==> src/rtl/imem_arbiter.sv <==
// -----------------------------------------------------------------------------
// imem_arbiter
//
// Shares the single-port, synchronous-read instruction RAM between the Ifetc32
// fetch path (run mode) and the uart_bmpg program loader (load mode). It also
// sequences the hand-over: stall the PC, let the outstanding read drain, grant
// the loader, then release the CPU so it restarts from PC 0.
//
// Ports
//   clock        system clock, all state changes on posedge
//   reset        asynchronous, active-low reset
//   load_mode    switch level; 1 requests load mode
//   fetch_req    Ifetc32 fetch request
//   fetch_addr   byte PC from Ifetc32
//   fetch_instr  returned instruction (holds when fetch_valid=0)
//   fetch_valid  fetch_instr valid this cycle
//   fetch_err    one-cycle pulse for a misaligned / out-of-range fetch
//   pc_stall     Ifetc32 must hold its PC
//   cpu_hold     holds the rest of the CPU in reset
//   upg_wen      loader write strobe (one cycle per word)
//   upg_addr     loader word address
//   upg_data     loader write data
//   upg_done     loader finished pulse
//   mem_en       RAM enable
//   mem_we       RAM write enable
//   mem_addr     RAM word address
//   mem_wdata    RAM write data
//   mem_rdata    RAM read data, valid one cycle after a read enable
//   load_count   words written by the last/current load, saturating
//   drop_err     sticky flag: a loader write arrived outside LOAD
// -----------------------------------------------------------------------------
module imem_arbiter #(
  parameter int ADDR_W = 14,
  parameter int CNT_W  = 15
) (
  input  logic              clock,
  input  logic              reset,
  input  logic              load_mode,
  input  logic              fetch_req,
  input  logic [31:0]       fetch_addr,
  output logic [31:0]       fetch_instr,
  output logic              fetch_valid,
  output logic              fetch_err,
  output logic              pc_stall,
  output logic              cpu_hold,
  input  logic              upg_wen,
  input  logic [ADDR_W-1:0] upg_addr,
  input  logic [31:0]       upg_data,
  input  logic              upg_done,
  output logic              mem_en,
  output logic              mem_we,
  output logic [ADDR_W-1:0] mem_addr,
  output logic [31:0]       mem_wdata,
  input  logic [31:0]       mem_rdata,
  output logic [CNT_W-1:0]  load_count,
  output logic              drop_err
);

  typedef enum logic [1:0] {
    ST_RUN,
    ST_DRAIN,
    ST_LOAD,
    ST_RELEASE
  } state_t;

  state_t             state_q;
  logic               pend_q;      // a read was issued last cycle
  logic [31:0]        instr_q;     // last delivered instruction
  logic               err_q;
  logic               pc_stall_q;
  logic               cpu_hold_q;
  logic [CNT_W-1:0]   count_q;
  logic               drop_q;
  logic               armed_q;     // load_mode has been low since the last load

  logic fetch_legal;
  logic run_issue;
  logic load_write;

  // Word aligned and inside the 2^ADDR_W word window.
  assign fetch_legal = fetch_req && (fetch_addr[1:0] == 2'b00)
                       && (fetch_addr[31:ADDR_W+2] == '0);

  // Gated by reset so nothing reaches the RAM while reset is held.
  assign run_issue  = reset && (state_q == ST_RUN) && fetch_legal;
  assign load_write = reset && (state_q == ST_LOAD) && upg_wen;

  always_comb begin
    mem_en    = 1'b0;
    mem_we    = 1'b0;
    mem_addr  = '0;
    mem_wdata = '0;
    if (run_issue) begin
      mem_en   = 1'b1;
      mem_addr = fetch_addr[ADDR_W+1:2];
    end else if (load_write) begin
      mem_en    = 1'b1;
      mem_we    = 1'b1;
      mem_addr  = upg_addr;
      mem_wdata = upg_data;
    end
  end

  // The RAM already adds one cycle of latency, so the returned word is passed
  // straight through in the cycle it arrives and captured for the hold case.
  assign fetch_instr = pend_q ? mem_rdata : instr_q;
  assign fetch_valid = pend_q;
  assign fetch_err   = err_q;
  assign pc_stall    = pc_stall_q;
  assign cpu_hold    = cpu_hold_q;
  assign load_count  = count_q;
  assign drop_err    = drop_q;

  always_ff @(posedge clock or negedge reset) begin
    if (!reset) begin
      state_q    <= ST_RUN;
      pend_q     <= 1'b0;
      instr_q    <= '0;
      err_q      <= 1'b0;
      pc_stall_q <= 1'b0;
      cpu_hold_q <= 1'b0;
      count_q    <= '0;
      drop_q     <= 1'b0;
      armed_q    <= 1'b1;
    end else begin
      pend_q <= run_issue;
      if (pend_q) begin
        instr_q <= mem_rdata;
      end
      err_q <= (state_q == ST_RUN) && fetch_req && !fetch_legal;

      if (upg_wen && (state_q != ST_LOAD)) begin
        drop_q <= 1'b1;
      end

      if (!load_mode) begin
        armed_q <= 1'b1;
      end

      case (state_q)
        ST_RUN: begin
          if (load_mode && armed_q) begin
            state_q    <= ST_DRAIN;
            pc_stall_q <= 1'b1;
            armed_q    <= 1'b0;
          end
        end
        ST_DRAIN: begin
          state_q    <= ST_LOAD;
          cpu_hold_q <= 1'b1;
          count_q    <= '0;
        end
        ST_LOAD: begin
          // A write coincident with the exit condition is still counted.
          if (upg_wen && (count_q != '1)) begin
            count_q <= count_q + 1'b1;
          end
          if (upg_done || !load_mode) begin
            state_q <= ST_RELEASE;
          end
        end
        ST_RELEASE: begin
          state_q    <= ST_RUN;
          pc_stall_q <= 1'b0;
          cpu_hold_q <= 1'b0;
        end
        default: begin
          state_q <= ST_RUN;
        end
      endcase
    end
  end

endmodule

==> config.mk <==
export PLATFORM = sky130hd
export DESIGN_NAME = imem_arbiter
export DESIGN_NICKNAME = d
export VERILOG_FILES = /design/src/rtl/imem_arbiter.sv
export SDC_FILE = /design/constraint.sdc
export NUM_CORES = 1
export LEC_CHECK = 0
export BUFFER_PORTS_ARGS = -buffer_cell sky130_fd_sc_hd__buf_2
export CORE_UTILIZATION = 42
export DETAILED_ROUTE_END_ITERATION = 10
export GPL_TIMING_DRIVEN = 0
export PLACE_DENSITY = 0.81
export SYNTH_ARGS = -nofsm -noshare
export SYNTH_HDL_FRONTEND = slang
export SYNTH_SLANG_ARGS = --single-unit
export TNS_END_PERCENT = 30
==> constraint.sdc <==
create_clock -name clock -period 2.1 [get_ports clock]
set_input_delay 0.105 -clock clock [delete_from_list [all_inputs] [get_ports clock]]
set_output_delay 0.105 -clock clock [all_outputs]
set_load 0.005 [all_outputs]
# --- Yosys cells after proc, flatten, opt, wreduce, memory -nomap -nowiden ---
# Index checks and enable logic that the tools add are counted.
totals:
  out_inout_bits: 100
  input_bits: 116
  register_bits: 55
  word_cells: 60
op_classes:
  mux: 19
  n_reduce_logical: 23
  add_sub_neg: 1
  eq_ne: 8
ops:
  columns: ["cell", "n"]
  rows:
  - ["32-bit two-way mux", 3]
  - ["15-bit case mux with 2 select lines", 1]
  - ["14-bit two-way mux", 2]
  - ["16-bit logical NOT", 1]
  - ["15-bit by 1-bit adder with 15-bit output (second input constant)", 1]
  - ["15-bit two-way mux", 1]
  - ["15-bit inequality test (second input constant)", 1]
  - ["1-bit logical AND", 11]
  - ["2-bit case mux with 4 select lines", 1]
  - ["1-bit two-way mux", 7]
  - ["2-bit by 1-bit inequality test with 1-bit output (second input constant)", 3]
  - ["2-bit AND reduction", 3]
  - ["2-bit nonzero test", 3]
  - ["2-bit == test (second input constant)", 2]
  - ["2-bit logical NOT", 2]
  - ["2-bit two-way mux", 2]
  - ["1-bit case mux with 2 select lines", 2]
  - ["2-bit by 1-bit == test with 1-bit output (second input constant)", 1]
  - ["1-bit logical NOT", 2]
  - ["2-bit inequality test (second input constant)", 1]
  - ["1-bit logical OR", 1]

# --- Longest topological paths before layout ---
depth:
  depth_word: 5
  ltp_mapped: 8
  mapped_depth_nobuf: 6

# --- Worst setup path before layout ---
# No wires, ideal clock.
synth_path:
  path_type: "register to register"
  startpoint: "register count_q[0], in the netlist load_count[0]"
  endpoint: "register count_q[12], in the netlist load_count[12]"
  t_arrival_ns: 1.804
  setup_time_ns: 0.126
  stages_incl_launch_ff: 7
  required_ns: 1.974
  n_path_buf: 1
  synth_period_minus_slack_ns: 1.930
  setup_slack_ns: 0.170
  cell_sequence: "dfrtp_1 -> ha_1 -> nand3_2 -> buf_6 -> or4_4 -> and4_4 -> a221o_1"
synth_between:
  elab_chain_len: 4
  elab_cells_between_ends: 7
  classes_between: "add/sub (1); eq/ne (2); mux (2); reduce/logical (2)"
synth_lines:
  columns: ["item", "line_no", "rtl"]
  rows:
  - ["start: declaration", "72", "logic [CNT_W-1:0] count_q;"]
  - ["start signal: assignment", "156", "count_q <= count_q + 1'b1;"]
  - ["parallel branches: the longest is 4 deep, another holds 15-bit by 1-bit adder with 15-bit output", null, null]
# Parallel ways; which one is timed is not known. The select of a mux whose other input is x is not followed.
# A chain may end at the register's enable or synchronous reset.

# --- Final worst setup path ---
layout_path:
  startpoint: "register state_q[0]"
  endpoint: "output port mem_wdata[19]"
layout_between:
  elab_chain_len: 5
  elab_cells_between_ends: 8
  classes_between: "eq/ne (1); mux (2); reduce/logical (5)"
layout_lines:
  columns: ["item", "line_no", "rtl"]
  rows:
  - ["start: declaration", "66", "state_t state_q;"]
  - ["start signal: assignment", "116", "state_q <= ST_RUN;"]
  - ["start signal: assignment", "143", "state_q <= ST_DRAIN;"]
  - ["start signal: assignment", "149", "state_q <= ST_LOAD;"]
  - ["2-bit == test", "86", "assign load_write = reset && (state_q == ST_LOAD) && upg_wen;"]
  - ["1-bit logical AND (2 in a row)", "86", null]
  - ["32-bit two-way mux", "96", "end else if (load_write) begin"]
  - ["32-bit two-way mux *", "93", "if (run_issue) begin"]
  - ["end: declaration", "53", "output logic [31:0] mem_wdata,"]
# Every way passes the cells marked *; elsewhere a longest branch is shown, timed or not.

==> results_dict.tcl <==
set metrics [dict create \
    ir_drop_mv 0.489 \
    fin_util 0.676 \
    synth_edf_count 0 \
    vias_per_cell 5.15 \
    syn_inst 312 \
    cp_slowest_cell "dfrtp_1" \
    r2r_slack_ns 0.09 \
    status "finished, violations left" \
    num_vias 3329 \
    final_cell_mix "buf_2, dfrtp_1, mux2_2, and2_1, nand2_1" \
    switchingPower_w 0.00102 \
    min_period_over_period 0.992 \
    synthArstFlopShare 1.00 \
    path_delay_family "buffers and inverters" \
    slew_headroom 0.521 \
    rr_worst_depth 8 \
    ys_seq_area_frac 0.444 \
    violations "negative hold slack" \
    period_minus_slack_ns 2.08 \
    layout-drive-gt1-share 0.571 \
    dieWidth_um 88.0 \
    cp-end-kind "primary output" \
    timing.rr.start "state_q[1]$_DFFE_PN0P_" \
    antenna_found_initial 0 \
    gp_congestion 0.878 \
    detail_route.iter0.violations 114 \
    grt_max_degree 59 \
    final_antenna_net_count 0 \
    tightest_slew_ns 0.718 \
    die_y_um 88.0 \
    cts.clk_slew.worst_paths_ns 0.10 \
    setup-tns-final_ns 0 \
    power.density_nw_per_um2 641 \
    skew_ns 0.00713 \
    cts_tree "done" \
    grt_pass1_wl_um 14100 \
    core-area_um2 6980 \
    holdWs_ns -0.145 \
    ys_types 45 \
    overflow 0 \
    antenna_cells 0 \
    crit_chain "inv_2 -> ha_4 -> and2_4 -> nand2_4 -> a31oi_4 -> buf_12 -> clkbuf_16 -> and2_1 -> buf_2" \
    regToRegEndpoint "load_count[2]$_DFFE_PN0P_" \
    area_growth_pct 51.9 \
    postSynthAreaPerCell_um2 9.95 \
    worstPathRequired_ns 2.00 \
    intPower_w 0.00200 \
    power_leakage_nw 2.62 \
    dr.pass1.iters 4 \
    cts_made_buffers 5 \
    clk_latency_ns 0.30 \
    ys.warnings.count 0 \
    dp_hpwl_um 7630 \
    setup-violations-final 0 \
    synth-seq-cells 55 \
    rsz0062_at_grt "true" \
    pwr-share-clk 0.192 \
    portBuffers 215 \
    wl_per_cell_um 15.5 \
    clk_path_buf_depth 2 \
    hp-class "primary input to async pin" \
    die_area_um2 7740 \
    syn-num-nets 434 \
    critPathLaunchType "flip-flop" \
    cap_violations 0 \
    hold_violations 54 \
    grt_pass1_vias 2984 \
    fmax_ghz 0.480 \
    h-tree-depth 2 \
    slew_viol_final 0 \
    synthFlopType "dfrtp_1" \
    rows 30 \
    layout.nets 671 \
    worstPathMaxFanout 7 \
    swShare 0.337 \
    root_buffer "clkbuf_8" \
    setup.worst_path.class "flip-flop to primary output" \
    worst-path-buf-inv 4 \
    cp_slowest_stage_delay_ns 0.41 \
    pwr-share-comb 0.404 \
    final_common_cell "buf_2" \
    io_pins 216 \
    arrival_ns 1.98 \
    nFillCells 571 \
    start_util 0.445 \
    cts_sinks 55 \
    p_seq_frac 0.404 \
    instances_no_fill 646 \
    wl_um 10000 \
    grt.total_usage 0.233 \
    syn_area_um2 3110 \
    ctsHoldBuffers 1 \
    place_inst 623 \
    route.detailed.drc 0 \
]
==> synth_stat cells (2+ instances only) <==
library cell	n	area [µm²]
nand2_1	26	97.6
and4_1	3	26.3
buf_1	3	11.3
nor4_1	2	12.5
mux2_2	34	383
or4_4	2	22.5
clkbuf_1	14	52.6
or4_1	6	45.0
nand3_1	12	60.1
and2_1	34	213
buf_2	5	25.0
o21ai_0	19	95.1
and3_1	4	25.0
a21o_1	2	15.0
nor4b_1	2	17.5
inv_1	8	30.0
o211ai_1	8	60.1
mux2i_1	2	20.0
a221o_1	3	30.0
nand4_1	16	100
nand4_2	2	25.0
dfrtp_1	54	1350
o41ai_1	2	17.5
or3_1	2	12.5
ha_1	6	75.1
a211oi_1	2	15.0
nor3_1	3	15.0
nor2_1	10	37.5
nand2b_1	2	12.5
a31oi_1	3	18.8
o311ai_0	2	17.5
a21oi_1	6	30.0
==> power by group through the flow <==
stage	logic (W)	clock network, W	registers (W)
6_report	0.00122	0.000580	0.00122
5_1_grt	0.00134	0.000640	0.00123
4_1_cts	0.00101	0.000598	0.00123
3_5_place_dp	0.000862	0	0.00125
3_3_place_gp	0.000836	0	0.00124
2_1_floorplan	0.000477	0	0.00124
==> through the flow <==
| step | total power, W | area (µm²) | setup WS [ns] | hold WS [ns] |
|---|---|---|---|---|
| after global routing | 0.00322 | 4720 | -0.0577 | -0.0964 |
| after floorplan | 0.00172 | 3110 | 0.170 | -0.191 |
| after detailed placement | 0.00211 | 4300 | -0.470 | 0.316 |
| after global placement | 0.00208 | 4300 | -0.408 | 0.307 |
| final | 0.00302 | 4720 | 0.0162 | -0.145 |
| after CTS | 0.00284 | 4520 | -0.00938 | -0.128 |
==> flip-flops by register name, summed over array words and instances, names as in the netlist <==
register / cells
instr_q: 32
fetch_err: 1
cpu_hold: 1
armed_q: 1
load_count: 15
state_q: 2
fetch_valid: 1
drop_err: 1
pc_stall: 1
==> worst reg2reg max path: cells and delay by family, from the launching register on <==
family	cells	cell delay (ns)
buffers and inverters	4	0.61
adders and majority gates	1	0.16
DFF	1	0.43
and+or+nand+nor	1	0.15
AOI/OAI and AO/OA	2	0.55
==> how the worst max path moves through the flow <==
stage                         startpoint                         end  slack, ns  cells after the start
5_1_grt           state_q[0]$_DFFE_PN0P_               mem_wdata[29]      -0.06                      9
6_report          state_q[0]$_DFFE_PN0P_               mem_wdata[19]       0.02                      9
3_5_place_dp                       reset                mem_addr[12]      -0.47                      7
2_1_floorplan  load_count[0]$_DFFE_PN0P_  load_count[12]$_DFFE_PN0P_       0.17                      6
3_3_place_gp                       reset                mem_addr[12]      -0.41                      7
4_1_cts           state_q[1]$_DFFE_PN0P_                 mem_addr[7]     -0.009                      8
==> layer usage <==
metal / track usage / share of wire / up-vias
met5: 0 / 0 / -
met4: 0.0238 / 0.0034 / 0
met3: 0.0377 / 0.060 / 6
met2: 0.390 / 0.49 / 159
met1: 0.330 / 0.44 / 1558
li1: - / - / 1606
==> cell families after synthesis <==
family                   synth area share
AND/OR/NAND/NOR                     0.251
flip-flops                          0.444
AO/OA/AOI/OAI                       0.108
multiplexers                        0.130
buffers and inverters              0.0443
adder cells (fa/ha/maj)            0.0242
==> final cells by class <==
type	count	area (µm²)	area share
plain buffers	21	145	0.0308
multi-input cells	225	1660	0.351
inverters	8	30.0	0.00637
flip-flops and latches	55	1380	0.292
repair buffers	233	1290	0.275
well taps	96	120	0.0255
clock buffers	6	72.6	0.0154
clock inverters	2	17.5	0.00371
==> timing repair <==
item,in CTS,in global routing
resized for setup,27,26
cloned,1,2
endpoints found under the hold margin,55,54
pin swaps,0,7
setup endpoints to repair,48,58
buffers inserted,5,9
Note: power is estimated with default switching activity, not from simulation.
